--- config.mk ---
export PLATFORM = sky130hd
export DESIGN_NAME = apb_master_bridge
export DESIGN_NICKNAME = d
export VERILOG_FILES = /design/src/rtl/apb_pkg.sv /design/src/rtl/apb_timeout_counter.sv /design/src/rtl/apb_master_bridge.sv
export SDC_FILE = /design/constraint.sdc
export NUM_CORES = 1
export LEC_CHECK = 0
export ABC_AREA = 1
export CAP_MARGIN = 40
export CORE_AREA = 2 2 99 101
export CTS_CLUSTER_DIAMETER = 50
export DETAILED_ROUTE_END_ITERATION = 10
export DIE_AREA = 0 0 101 103
export HOLD_SLACK_MARGIN = 0.12
export PLACE_DENSITY = 0.92
export REMOVE_ABC_BUFFERS = 1
export SYNTH_ARGS = -nofsm -noshare
export SYNTH_HDL_FRONTEND = slang
export SYNTH_SLANG_ARGS = --single-unit
--- constraint.sdc ---
create_clock -name pclk -period 1.6 [get_ports pclk]
set_input_delay 0.32 -clock pclk [delete_from_list [all_inputs] [get_ports pclk]]
set_output_delay 0.32 -clock pclk [all_outputs]
set_load 0.01 [all_outputs]
--- src/rtl/apb_pkg.sv ---
`default_nettype none
// ============================================================================
// Module   : apb_pkg
// Purpose  : Shared FSM state type and constants for the APB master bridge.
// Revision : 1.0
// ============================================================================
package apb_pkg;

  localparam int APB_AW       = 12;
  localparam int APB_TO_CNT_W = 8;

  typedef enum logic [1:0] {
    ST_IDLE   = 2'd0,
    ST_SETUP  = 2'd1,
    ST_ACCESS = 2'd2,
    ST_RESP   = 2'd3
  } apb_state_e;

endpackage
`default_nettype wire

--- src/rtl/apb_timeout_counter.sv ---
`default_nettype none
// ============================================================================
// Module   : apb_timeout_counter
// Purpose  : Counts unanswered ACCESS cycles and flags an APB completer timeout.
// Revision : 1.0
// ============================================================================
module apb_timeout_counter
  import apb_pkg::*;
#(
  parameter int TIMEOUT_CYCLES = 255
) (
  input  logic pclk,
  input  logic presetn,
  input  logic clear,
  input  logic active,
  input  logic pready,
  output logic timeout
);

  localparam logic [APB_TO_CNT_W-1:0] c_last_count = APB_TO_CNT_W'(TIMEOUT_CYCLES - 1);

  logic [APB_TO_CNT_W-1:0] r_count;

  always_ff @(posedge pclk or negedge presetn) begin
    if (!presetn) begin
      r_count <= '0;
    end else if (clear) begin
      r_count <= '0;
    end else if (active && !pready) begin
      r_count <= r_count + APB_TO_CNT_W'(1);
    end
  end

  // Fires in the cycle whose unanswered wait would bring the count to the limit.
  assign timeout = active & ~pready & (r_count == c_last_count);

endmodule
`default_nettype wire

--- src/rtl/apb_master_bridge.sv ---
`default_nettype none
// ============================================================================
// Module   : apb_master_bridge
// Purpose  : Single-outstanding command/response to APB requester bridge.
//            Optional ACCESS timeout enabled by APB_MASTER_TIMEOUT_EN.
// Revision : 1.0
// ============================================================================
module apb_master_bridge
  import apb_pkg::*;
#(
  parameter int D_WIDTH        = 32,
  parameter int TIMEOUT_CYCLES = 255
) (
  input  logic                 pclk,
  input  logic                 presetn,
  input  logic                 req_valid,
  output logic                 req_ready,
  input  logic                 req_write,
  input  logic [APB_AW-1:0]    req_addr,
  input  logic [D_WIDTH-1:0]   req_wdata,
  input  logic [D_WIDTH/8-1:0] req_strb,
  output logic                 rsp_valid,
  input  logic                 rsp_ready,
  output logic [D_WIDTH-1:0]   rsp_rdata,
  output logic                 rsp_error,
  output logic [APB_AW-1:0]    paddr,
  output logic                 psel,
  output logic                 penable,
  output logic                 pwrite,
  output logic [D_WIDTH-1:0]   pwdata,
  output logic [D_WIDTH/8-1:0] pstrb,
  input  logic [D_WIDTH-1:0]   prdata,
  input  logic                 pready,
  input  logic                 pslverr
);

  apb_state_e r_state;
  apb_state_e w_next_state;

  logic                 w_accept;
  logic                 w_timeout;
  logic                 w_req_ready;
  logic                 w_rsp_valid;
  logic [D_WIDTH-1:0]   w_rsp_rdata;
  logic                 w_rsp_error;
  logic [APB_AW-1:0]    w_paddr;
  logic                 w_psel;
  logic                 w_penable;
  logic                 w_pwrite;
  logic [D_WIDTH-1:0]   w_pwdata;
  logic [D_WIDTH/8-1:0] w_pstrb;

  // req_ready is only high in IDLE, so this is the command handshake.
  assign w_accept = req_valid & req_ready;

`ifdef APB_MASTER_TIMEOUT_EN
  apb_timeout_counter #(
    .TIMEOUT_CYCLES(TIMEOUT_CYCLES)
  ) u_timeout (
    .pclk   (pclk),
    .presetn(presetn),
    .clear  (r_state == ST_SETUP),
    .active (r_state == ST_ACCESS),
    .pready (pready),
    .timeout(w_timeout)
  );
`else
  logic [7:0] w_unused_timeout_cycles;
  assign w_unused_timeout_cycles = 8'(TIMEOUT_CYCLES);
  assign w_timeout = 1'b0;
`endif

  always_ff @(posedge pclk or negedge presetn) begin
    if (!presetn) begin
      r_state   <= ST_IDLE;
      req_ready <= 1'b0;
      rsp_valid <= 1'b0;
      rsp_rdata <= '0;
      rsp_error <= 1'b0;
      paddr     <= '0;
      psel      <= 1'b0;
      penable   <= 1'b0;
      pwrite    <= 1'b0;
      pwdata    <= '0;
      pstrb     <= '0;
    end else begin
      r_state   <= w_next_state;
      req_ready <= w_req_ready;
      rsp_valid <= w_rsp_valid;
      rsp_rdata <= w_rsp_rdata;
      rsp_error <= w_rsp_error;
      paddr     <= w_paddr;
      psel      <= w_psel;
      penable   <= w_penable;
      pwrite    <= w_pwrite;
      pwdata    <= w_pwdata;
      pstrb     <= w_pstrb;
    end
  end

  always_comb begin
    w_next_state = r_state;
    case (r_state)
      ST_IDLE:   if (w_accept) w_next_state = ST_SETUP;
      ST_SETUP:  w_next_state = ST_ACCESS;
      ST_ACCESS: if (pready || w_timeout) w_next_state = ST_RESP;
      ST_RESP:   if (rsp_ready) w_next_state = ST_IDLE;
      default:   w_next_state = ST_IDLE;
    endcase
  end

  // Outputs are decoded from the next state so every port leaves a flop.
  always_comb begin
    w_req_ready = (w_next_state == ST_IDLE);
    w_psel      = (w_next_state == ST_SETUP) || (w_next_state == ST_ACCESS);
    w_penable   = (w_next_state == ST_ACCESS);
    w_rsp_valid = (w_next_state == ST_RESP);
    w_rsp_rdata = rsp_rdata;
    w_rsp_error = rsp_error;
    w_paddr     = paddr;
    w_pwrite    = pwrite;
    w_pwdata    = pwdata;
    w_pstrb     = pstrb;

    if (w_accept) begin
      w_paddr  = req_addr;
      w_pwrite = req_write;
      w_pwdata = req_write ? req_wdata : '0;
      w_pstrb  = req_write ? req_strb  : '0;
    end

    if ((r_state == ST_ACCESS) && pready) begin
      w_rsp_rdata = (pwrite || pslverr) ? '0 : prdata;
      w_rsp_error = pslverr;
    end else if ((r_state == ST_ACCESS) && w_timeout) begin
      w_rsp_rdata = '0;
      w_rsp_error = 1'b1;
    end else if ((r_state == ST_RESP) && rsp_ready) begin
      w_rsp_rdata = '0;
      w_rsp_error = 1'b0;
    end
  end

endmodule
`default_nettype wire

==> impl_metrics.ini <==
[status]
status = complete, no violations

[final_layout]
diodes = 0
fill_cells = 763
area_growth_pct = 54.77
finalNetCount = 707
regArea_mm2 = 0.002202
drive_above_1_share_pct = 9.807
multi_input_area_mm2 = 0.001343
post-route-util_pct = 63.13

[floorplan]
io_pins = 173
chipHeight_um = 103
die_area_mm2 = 0.01040
die_w_um = 101
start_util_pct = 40.79
core_mm2 = 0.009459
row_count = 36

[cts]
clockRootBuffer = clkbuf_8
clkTransAtPathRegs_ps = 80
clock_latency_ps = 340
cts.path.max_buffers = 2
numCtsBuffers = 9
post_cts_buffers = 0
cts_tree = built
cts_max_level = 3
cts_num_sinks = 88

[setup_path]
regToRegSetupSlack_ps = 320
r2r-end = rsp_rdata[13]$_DFFE_PN0P_
start_kind = register
crit_path_top_delay_cell = clkdlybuf4s50_1
end_kind = output pin
cpPeakStageDelay_ps = 540
crit_buf_inv = 1
ff2ff_path_depth = 4
critical_path_class = register to output pin
r2r-start = r_state[1]$_DFF_PN0_
critPathArrivalTime_ps = 1230
crit_fanout = 2
required_ps = 1280
cp_top_family = buffers and inverters
crit_chain = clkdlybuf4s50_1

[place]
place_congestion = 0.7956
port_buffers = 172
hpwl_um = 7225
place_ws_ps = -7.002

[synthesis]
ys_async_sr_fraction_pct = 100.0
synth_top_area_cell = dfrtp_1
post_synth.cell_area_avg_um2 = 8.691
ys_ff_latch = 88
synth_most_common_cell = nand2_1
ys_types = 17
synth_area_mm2 = 0.003859
synthTopCellsByArea = dfrtp_1, nand2_1, nand3_2
yosysWarningCount = 0
synth-seq-area-share_pct = 57.07
yosys-top-cells-count = nand2_1, dfrtp_1, inv_1, nor2_1, nand3_2
synth-edff-count = 0
synthFlopType = dfrtp_1
synth.top_cell.area_share_pct = 57.07
netlist_instances = 444

[grt]
grt_pass1_wl_um = 15920
first_global_vias = 3427
antenna_found_initial = 0
overflow = 0
grt_usage_pct = 19.53
grt_max_degree = 89

[drt]
firstDrtPassIters = 5
drt_iter0_drc = 114
wire_per_inst_um = 13.51
ant_nets = 0
viasPerCell = 4.635
vias = 3411
drc = 0
routed_wirelength_um = 9945

[sta]
layout_min_cycle_time_ps = 1552
clock_skew_ps = 5.574
drv_slew = 0
min_period_over_period_pct = 97.02
tightest_slew_ps = 483.6
fmax_mhz = 644.2
rsz0062_at_grt = false
setup_viol = 0
final.setup.worst_slack_ps = 47.71
hold_viol_final = 0
maxSlewHeadroom_pct = 67.76
holdWs_ps = 481.7

[hold_path]
hold_start = pwdata[6]$_DFFE_PN0P_
hold_class = register to register
min_to = pwdata[6]$_DFFE_PN0P_
hold_depth = 2

[power_and_ir_drop]
p_per_area_mw_per_mm2 = 1539
p_total_uw = 9194
p_leak_uw = 0.003698
peakVddDrop_v = 0.0008436

[job]
cap_violations = 0
## per-stage QoR
stage                     std cells  instance area (um^2)  TNS (ps)
after detailed placement        719                  5717    -7.002
after global placement          719                  5717         0
after CTS                       736                  5887         0
after global routing            736                  5972         0
after floorplan                 423                  3705    -567.5
final                           736                  5972         0
## logic make-up after synthesis
kind of cell	count (synthesis)	synth area share [%]
and+or+nand+nor	289	33.69
buffers and inverters	63	8.139
adders and majority gates	3	0.9729
AOI/OAI and AO/OA	1	0.1296
DFF	88	57.07
## metal layers
layer	wire (um)	up-vias	track usage [%]	share of wire, %
li1	-	1667	-	-
met1	4137	1581	23.59	42
met2	4951	146	34.00	50
met3	638	17	4.203	6.4
met4	216	0	8.212	2.2
met5	0	-	0	0
## area by class of cell
| type | count | area share, % |
|---|---|---|
| Sequential cell | 88 | 36.87 |
| Timing Repair Buffer | 183 | 31.93 |
| Multi-Input combinational cell | 293 | 22.48 |
| Clock buffer | 14 | 3.059 |
| Inverter | 42 | 2.682 |
| Tap cell | 114 | 2.388 |
| Clock inverter | 2 | 0.5866 |
## cell usage in the layout (no fill, tap or decap), drive strengths merged
cell and n:
nand2 216, clkdlybuf4s50 91, dfrtp 88, dlygate4sd2 46
inv 42, nand3 38, nor2 35, dlymetal6s2s 34
clkbuf 14, buf 11, ha 3, o21ai 1
clkinv 1, bufinv 1, dlygate4sd3 1
## state kept, by name, summed over array words and instances (netlist names)
signal     cells
psel           1
req_ready      1
rsp_error      1
r_state        2
paddr         12
rsp_valid      1
rsp_rdata     32
pwrite         1
penable        1
pwdata        32
pstrb          4
## worst register-to-register path: cells and delay by family, from the launching register on
kind	cells	cell delay [ps]
and+or+nand+nor	3	360
DFF	1	450
buffers and inverters	1	420
## report_power, final
group / internal, uW / total (uW) / switching, uW
Combinational: 1900 / 3860 / 1960
Clock: 892 / 1620 / 728
Sequential: 3140 / 3710 / 579
## how the worst max path moves through the flow
stage                              startpoint                         to  slack [ps]  cells after the start
floorplan                 req_ready$_DFF_PN0_             psel$_DFF_PN0_        -280                      5
global route           pwdata[25]$_DFFE_PN0P_                 pwdata[25]           2                      1
detailed placement                  rsp_ready  rsp_rdata[13]$_DFFE_PN0P_          -7                      5
finish              rsp_rdata[11]$_DFFE_PN0P_              rsp_rdata[11]          50                      1
global placement                    rsp_ready  rsp_rdata[13]$_DFFE_PN0P_          30                      5
CTS                 rsp_rdata[20]$_DFFE_PN0P_              rsp_rdata[20]         0.5                      1
## what timing repair did
action / CTS / global route
endpoints found under the setup margin: 46 / 34
gates resized for setup: 46 / 34
hold endpoints to repair: 88 / 0
cloned: 0 / 0
pin swaps: 0 / 0
hold buffers: 1 / 0
Power figures use the tool's default switching activity.
